==> config.mk <==
export PLATFORM = sky130hd
export DESIGN_NAME = sprite_compositor
export DESIGN_NICKNAME = d
export VERILOG_FILES = /design/src/rtl/sprite_compositor_pkg.sv /design/src/rtl/sprite_compositor_rom.sv /design/src/rtl/sprite_compositor.sv
export SDC_FILE = /design/constraint.sdc
export NUM_CORES = 1
export LEC_CHECK = 0
export CORE_AREA = 2 2 133 186
export DETAILED_ROUTE_END_ITERATION = 16
export DIE_AREA = 0 0 135 188
export SLEW_MARGIN = 0
export SYNTH_ARGS = -nofsm -noshare
export SYNTH_HDL_FRONTEND = slang
export SYNTH_SLANG_ARGS = --single-unit
==> constraint.sdc <==
create_clock -name i_Clk -period 9.3 [get_ports i_Clk]
set_input_delay 1.395 -clock i_Clk [delete_from_list [all_inputs] [get_ports i_Clk]]
set_output_delay 1.395 -clock i_Clk [all_outputs]
set_load 0.05 [all_outputs]
==> src/rtl/sprite_compositor_pkg.sv <==
// Shared types and default constants for the sprite compositor.
package sprite_compositor_pkg;

  localparam int unsigned RGB_W   = 9;
  localparam int unsigned COORD_W = 10;
  localparam int unsigned SUM_W   = 11;

  localparam logic [RGB_W-1:0] TRANSPARENT_DEF = 9'b111000111;
  localparam logic [RGB_W-1:0] BG_DEF          = 9'b000000000;

  // RGB333 pixel, red in the top bits.
  typedef struct packed {
    logic [2:0] red;
    logic [2:0] grn;
    logic [2:0] blu;
  } rgb333_t;

  // Which layer wins the final pixel.
  typedef enum logic [1:0] {
    SEL_BLANK,
    SEL_BG,
    SEL_FROG,
    SEL_CAR
  } layer_e;

  // True when a sprite pixel is the colour key and must show the layer below.
  function automatic logic is_key(input logic [RGB_W-1:0] pix, input logic [RGB_W-1:0] key);
    return pix == key;
  endfunction

endpackage

==> src/rtl/sprite_compositor_rom.sv <==
// Synchronous-read sprite ROM; contents are a fixed procedural pattern.
// Frog: top half opaque {7, dy[2:0], 0,dx[1:0]}, bottom half colour key.
// Car : {2'b01, dy[1:0], dx[4:0]}, never equal to the key (bit 8 is 0).
module sprite_compositor_rom
  import sprite_compositor_pkg::*;
#(
  parameter int unsigned      TILE_W      = 5,
  parameter bit               IS_FROG     = 1'b1,
  parameter logic [RGB_W-1:0] TRANSPARENT = TRANSPARENT_DEF
) (
  input  logic                  clk_i,
  input  logic                  rst_i,
  input  logic [2*TILE_W-1:0]   addr_i,
  output logic [RGB_W-1:0]      data_o
);

  logic [TILE_W-1:0] dx;
  logic [TILE_W-1:0] dy;
  logic [RGB_W-1:0]  pix_d;
  logic [RGB_W-1:0]  data_q;

  assign dx = addr_i[TILE_W-1:0];
  assign dy = addr_i[2*TILE_W-1:TILE_W];

  // Pattern lookup for the addressed texel.
  always_comb begin
    pix_d = '0;
    if (IS_FROG) begin
      pix_d = dy[TILE_W-1] ? TRANSPARENT : {3'b111, 3'(dy), 1'b0, 2'(dx)};
    end else begin
      pix_d = {2'b01, 2'(dy), 5'(dx)};
    end
  end

  // One-cycle registered read.
  always_ff @(posedge clk_i or posedge rst_i) begin
    if (rst_i) data_q <= '0;
    else       data_q <= pix_d;
  end

  assign data_o = data_q;

endmodule

==> src/rtl/sprite_compositor.sv <==
// Three-stage frog + lane-car renderer with frame-latched positions.
module sprite_compositor
  import sprite_compositor_pkg::*;
#(
  parameter int unsigned      TILE_SIZE      = 32,
  parameter int unsigned      NUM_CARS       = 4,
  parameter int unsigned      LANE_Y0        = 64,
  parameter int unsigned      LANE_PITCH     = 64,
  parameter int unsigned      H_VISIBLE_AREA = 640,
  parameter int unsigned      V_VISIBLE_AREA = 480,
  parameter logic [RGB_W-1:0] TRANSPARENT    = TRANSPARENT_DEF,
  parameter logic [RGB_W-1:0] BG_COLOUR      = BG_DEF
) (
  input  logic                      i_Clk,
  input  logic                      i_Rst,
  input  logic [COORD_W-1:0]        i_H_Counter,
  input  logic [COORD_W-1:0]        i_V_Counter,
  input  logic [COORD_W-1:0]        i_Frog_X,
  input  logic [8:0]                i_Frog_Y,
  input  logic                      i_Frog_En,
  input  logic [10*NUM_CARS-1:0]    i_Car_X,
  input  logic [NUM_CARS-1:0]       i_Reverse,
  output logic [2:0]                o_Red,
  output logic [2:0]                o_Grn,
  output logic [2:0]                o_Blu,
  output logic                      o_Active
);

  localparam int unsigned TILE_W = $clog2(TILE_SIZE);
  localparam int unsigned ADDR_W = 2 * TILE_W;
  localparam int unsigned CIDX_W = (NUM_CARS > 1) ? $clog2(NUM_CARS) : 1;

  // Frame-latched positions.
  logic [COORD_W-1:0]     frog_x_q;
  logic [8:0]             frog_y_q;
  logic                   frog_en_q;
  logic [10*NUM_CARS-1:0] car_x_q;
  logic [NUM_CARS-1:0]    rev_q;
  logic                   armed_q;
  logic                   capture_c;

  assign capture_c = (i_H_Counter == '0) && (i_V_Counter == COORD_W'(V_VISIBLE_AREA));

  // Capture game positions on the first blanking line; arms drawing.
  always_ff @(posedge i_Clk or posedge i_Rst) begin
    if (i_Rst) begin
      frog_x_q  <= '0;
      frog_y_q  <= '0;
      frog_en_q <= 1'b0;
      car_x_q   <= '0;
      rev_q     <= '0;
      armed_q   <= 1'b0;
    end else if (capture_c) begin
      frog_x_q  <= i_Frog_X;
      frog_y_q  <= i_Frog_Y;
      frog_en_q <= i_Frog_En;
      car_x_q   <= i_Car_X;
      rev_q     <= i_Reverse;
      armed_q   <= 1'b1;
    end
  end

  // S0: visibility, hit tests and ROM addresses (11-bit sums, no wrap).
  logic [SUM_W-1:0]  h_ext, v_ext, fx, fy;
  logic              visible_c, frog_hit_c, car_hit_c;
  logic [TILE_W-1:0] frog_dx, frog_dy;
  logic [ADDR_W-1:0] frog_addr_c, car_addr_c;
  logic [CIDX_W-1:0] car_idx_c;
  logic [NUM_CARS-1:0] lane_hit;
  logic [ADDR_W-1:0] lane_addr [NUM_CARS];

  assign h_ext     = {1'b0, i_H_Counter};
  assign v_ext     = {1'b0, i_V_Counter};
  assign fx        = {1'b0, frog_x_q};
  assign fy        = {2'b00, frog_y_q};
  assign visible_c = (i_H_Counter < COORD_W'(H_VISIBLE_AREA)) &&
                     (i_V_Counter < COORD_W'(V_VISIBLE_AREA));
  assign frog_hit_c = armed_q && frog_en_q &&
                      (h_ext >= fx) && (h_ext < fx + SUM_W'(TILE_SIZE)) &&
                      (v_ext >= fy) && (v_ext < fy + SUM_W'(TILE_SIZE));
  assign frog_dx     = TILE_W'(h_ext - fx);
  assign frog_dy     = TILE_W'(v_ext - fy);
  assign frog_addr_c = {frog_dy, frog_dx};

  for (genvar k = 0; k < NUM_CARS; k++) begin : g_lane
    localparam logic [SUM_W-1:0] LANE_Y = SUM_W'(LANE_Y0 + k * LANE_PITCH);
    logic [SUM_W-1:0]  cx;
    logic [TILE_W-1:0] dx, dy;
    assign cx = {1'b0, car_x_q[10*k +: 10]};
    assign dx = TILE_W'(h_ext - cx);
    assign dy = TILE_W'(v_ext - LANE_Y);
    assign lane_hit[k]  = (h_ext >= cx) && (h_ext < cx + SUM_W'(TILE_SIZE)) &&
                          (v_ext >= LANE_Y) && (v_ext < LANE_Y + SUM_W'(TILE_SIZE));
    assign lane_addr[k] = {dy, rev_q[k] ? ~dx : dx};
  end

  // Lanes are disjoint, so at most one car hits; encode it and pick its address.
  always_comb begin
    car_hit_c = 1'b0;
    car_idx_c = '0;
    for (int k = 0; k < NUM_CARS; k++) begin
      if (lane_hit[k]) begin
        car_hit_c = armed_q;
        car_idx_c = CIDX_W'(k);
      end
    end
    car_addr_c = lane_addr[car_idx_c];
  end

  // S0 -> S1 and S1 -> S2 registers; flags ride alongside the ROM read.
  logic [ADDR_W-1:0] frog_addr_q, car_addr_q;
  logic vis_s1_q, frog_hit_s1_q, car_hit_s1_q;
  logic vis_s2_q, frog_hit_s2_q, car_hit_s2_q;

  always_ff @(posedge i_Clk or posedge i_Rst) begin
    if (i_Rst) begin
      frog_addr_q   <= '0;
      car_addr_q    <= '0;
      vis_s1_q      <= 1'b0;
      frog_hit_s1_q <= 1'b0;
      car_hit_s1_q  <= 1'b0;
      vis_s2_q      <= 1'b0;
      frog_hit_s2_q <= 1'b0;
      car_hit_s2_q  <= 1'b0;
    end else begin
      frog_addr_q   <= frog_addr_c;
      car_addr_q    <= car_addr_c;
      vis_s1_q      <= visible_c;
      frog_hit_s1_q <= frog_hit_c;
      car_hit_s1_q  <= car_hit_c;
      vis_s2_q      <= vis_s1_q;
      frog_hit_s2_q <= frog_hit_s1_q;
      car_hit_s2_q  <= car_hit_s1_q;
    end
  end

  logic [RGB_W-1:0] frog_pix, car_pix;

  sprite_compositor_rom #(
    .TILE_W(TILE_W), .IS_FROG(1'b1), .TRANSPARENT(TRANSPARENT)
  ) u_frog_rom (
    .clk_i(i_Clk), .rst_i(i_Rst), .addr_i(frog_addr_q), .data_o(frog_pix)
  );

  sprite_compositor_rom #(
    .TILE_W(TILE_W), .IS_FROG(1'b0), .TRANSPARENT(TRANSPARENT)
  ) u_car_rom (
    .clk_i(i_Clk), .rst_i(i_Rst), .addr_i(car_addr_q), .data_o(car_pix)
  );

  // S2: layer select, frog above car above background.
  layer_e  sel_c;
  rgb333_t rgb_d, rgb_q;
  logic    active_d, active_q;

  always_comb begin
    sel_c    = SEL_BLANK;
    rgb_d    = '0;
    active_d = 1'b0;
    if (vis_s2_q) begin
      active_d = 1'b1;
      if (frog_hit_s2_q && !is_key(frog_pix, TRANSPARENT))     sel_c = SEL_FROG;
      else if (car_hit_s2_q && !is_key(car_pix, TRANSPARENT))  sel_c = SEL_CAR;
      else                                                     sel_c = SEL_BG;
    end
    case (sel_c)
      SEL_FROG: rgb_d = rgb333_t'(frog_pix);
      SEL_CAR:  rgb_d = rgb333_t'(car_pix);
      SEL_BG:   rgb_d = rgb333_t'(BG_COLOUR);
      default:  rgb_d = '0;
    endcase
  end

  // Registered colour outputs.
  always_ff @(posedge i_Clk or posedge i_Rst) begin
    if (i_Rst) begin
      rgb_q    <= '0;
      active_q <= 1'b0;
    end else begin
      rgb_q    <= rgb_d;
      active_q <= active_d;
    end
  end

  assign o_Red    = rgb_q.red;
  assign o_Grn    = rgb_q.grn;
  assign o_Blu    = rgb_q.blu;
  assign o_Active = active_q;

endmodule

==> out/results.tsv <==
metric	value	unit
Critical Path End Type	flip-flop	
clk_lat worst skew	0.36	ns
drt drc	0	
Async S/R FF share, synth	100	%
Routed WL	16400	µm
Max-Cap Viols	0	
Layout area overhead	23.1	%
Root Driver	clkbuf_16	
drt wl/cell	15.5	µm
Core ar.	23800	µm²
vias in the first global route	5233	
largest net degree at the start of global routing	76	
RSZ-0062 raised after global routing	false	
Max FO, Critical Path	11	
worst slew pin tran	0.939	ns
Die Width	135	µm
Worst-path clk slew	0.08	ns
Post-synth top flop	dfrtp_1	
# port buffers	95	
Mapped Nets	836	
share of layout cells above drive strength 1	5.07	%
initial antenna violation count	0	
worst path cell trace	clkdlybuf4s50_1 -> ha_1 -> inv_1 -> a2111oi_0 -> a2111oi_0 -> or4_1 -> mux2i_1 -> and3b_1 -> a211oi_1	
IO Pins	96	
Crit-path slowest cell	clkdlybuf4s50_1	
Worst Hold Class	reg2reg	
H-tree Lvls	3	
CTS tree	built	
Sink Count	108	
post-synthesis register bit count	108	
chip height	188	µm
final worst-path cycle share	45.8	%
Post-synth EDFFs	0	
Ys Warns	0	
Layout Nets	931	
post-CTS resize count	0	
commonest cells after routing, fill and taps aside	108 x dfrtp_1, 95 x ha_1, 95 x clkdlybuf4s50_1	
row count	67	
Crit Path Category	in2reg	
Arr. time, crit path	4.54	ns
GPL Wtd Cong	0.822	
PnR Total Power	1.02	mW
Post-Syn Area	7000	µm²
post-CTS setup buffer count	0	
clk buf depth	2	
Final Max Tran Viols	0	
Pre-antenna DRT Iters	4	
CP Data Required Time	9.58	ns
Vias	4989	
part of the Yosys area used for sequential elements	38.6	%
Post-Route Skew	0.00510	ns
clock buffer count from CTS	9	
final hold vios	0	
pwr/cell area	119	nW/µm²
drt initial violations	201	
Final Critical Period	4.26	ns
Syn Area/Cell	10.8	µm²
gr ovfl total	0	
die area	25400	µm²
Antenna diodes	0	
Setup TNS	0	ns
Post-Syn Instances	649	
hold buffers post-CTS	0	
routed vias/inst	4.71	
Worst setup SP type	input pin	
first-pass GRT wire length	26400	µm
ANT nets after route	0	
Slew headroom	37.4	%
status	complete, no violations	
global-route usage over all layers	13.5	%
design area	8620	µm²
max incr delay on CP	0.75	ns
final core occ	36.2	%
DP HPWL	12900	µm
Max Freq	0.235	GHz
maximum vdd drop	0.0000786	V
Yosys cell types	61	
Initial Utilization	29.4	%
P_leak	3.83	nW
Critical Path Most Common Cell	a2111oi_0	
# setup viols final	0	
commonest non-fill, non-tap cell in the layout	dfrtp_1	
placed cell area	8300	µm²
==> registers in the layout (all words and copies together), names as in the netlist, 3 cells and up <==
name	flops
car_addr_q	7
car_x_q	40
frog_addr_q	6
frog_x_q	10
frog_y_q	9
o_Blu	3
o_Grn	3
o_Red	3
rev_q	4
u_car_rom.data_o	7
u_frog_rom.data_o	7
==> cells in the mapped netlist, types with 3 or more instances <==
cell type,n,area [µm²]
dfrtp_1,108,2700
ha_1,95,1190
inv_1,78,293
mux2_1,54,608
xnor2_1,44,385
a21oi_1,25,125
nor2_1,20,75.1
nand3_1,17,85.1
o21ai_0,16,80.1
nor2b_1,12,75.1
nand2_1,11,41.3
mux2_2,10,113
nor3_1,10,50.1
a21o_1,9,67.6
clkbuf_1,7,26.3
nand4_1,7,43.8
o21a_1,7,52.6
a211oi_1,6,45.0
a22o_1,6,52.6
a31oi_1,6,37.5
and3_1,6,37.5
buf_2,6,30.0
fa_1,6,120
nand2b_1,6,37.5
xor2_1,6,52.6
a2111oi_0,5,43.8
mux2i_1,5,50.1
o21ai_1,5,25.0
nor4_1,4,25.0
o211ai_1,4,30.0
o32ai_1,4,35.0
a211o_1,3,26.3
a21boi_0,3,22.5
o31a_1,3,26.3
or3_1,3,18.8
==> critical path, delay by kind of cell <==
| family | cells | cell delay [ns] |
|---|---|---|
| AOI/OAI and AO/OA | 3 | 0.78 |
| adders and majority gates | 1 | 0.52 |
| buffers and inverters | 2 | 0.80 |
| muxes | 1 | 0.16 |
| and+or+nand+nor | 2 | 0.87 |
==> final cells by class <==
type / instances / area (µm²)
inverter: 78 / 295
clock buffer: 9 / 225
fill: 2426 / 15200
tap: 310 / 388
sequential: 108 / 2700
clock inverter: 7 / 88.8
timing repair buffer: 98 / 973
multi-input combinational: 449 / 3940
==> path summary, 6_finish.rpt <==
check                          startpoint             to  slack, ns  cells after the start
setup / recovery           i_H_Counter[5]  car_addr_q[1]       5.04                      9
hold / removal              frog_hit_s1_q  frog_hit_s2_q       0.35                      0
setup reg to reg              car_x_q[15]  car_addr_q[1]       6.43                      9
hold reg to reg             frog_hit_s1_q  frog_hit_s2_q       0.35                      0
max in group asynchronous           i_Rst    car_x_q[15]       6.60                      3
min in group asynchronous           i_Rst    frog_y_q[3]       1.40                      2
==> layer usage <==
layer	global-route usage [%]	up-vias	part of all wire, %
met2	25.1	102	54
met3	2.30	24	3.5
met5	0	-	0
met4	4.05	0	1.9
li1	-	2485	-
met1	15.5	2378	41
==> cells by family after synthesis <==
family | after synthesis | synth area share, %
DFF | 108 | 38.6
other | 1 | 0.0536
xor gates and xnor gates | 50 | 6.25
muxes | 69 | 11.0
AOI/OAI and AO/OA | 116 | 11.4
buffers and inverters | 92 | 5.09
and+or+nand+nor | 112 | 8.92
adders and majority gates | 101 | 18.7
==> through the flow <==
step / hold WS [ns] / instances / setup slack (ns)
2_1_floorplan: 0.331 / 649 / 5.06
3_3_place_gp: 0.334 / 1043 / 4.77
3_5_place_dp: 0.336 / 1043 / 4.71
4_1_cts: 0.356 / 1059 / 5.09
5_1_grt: 0.363 / 1059 / 4.74
6_report: 0.351 / 1059 / 5.04
==> report_power, final <==
group	total, mW	switching (mW)	internal [mW]	leakage (nW)
clock network	0.402	0.207	0.196	0.153
logic	0.138	0.0687	0.0694	2.23
registers	0.484	0.00493	0.479	1.44
total	1.02	0.280	0.744	3.83
Note: power is estimated with default switching activity, not from simulation.
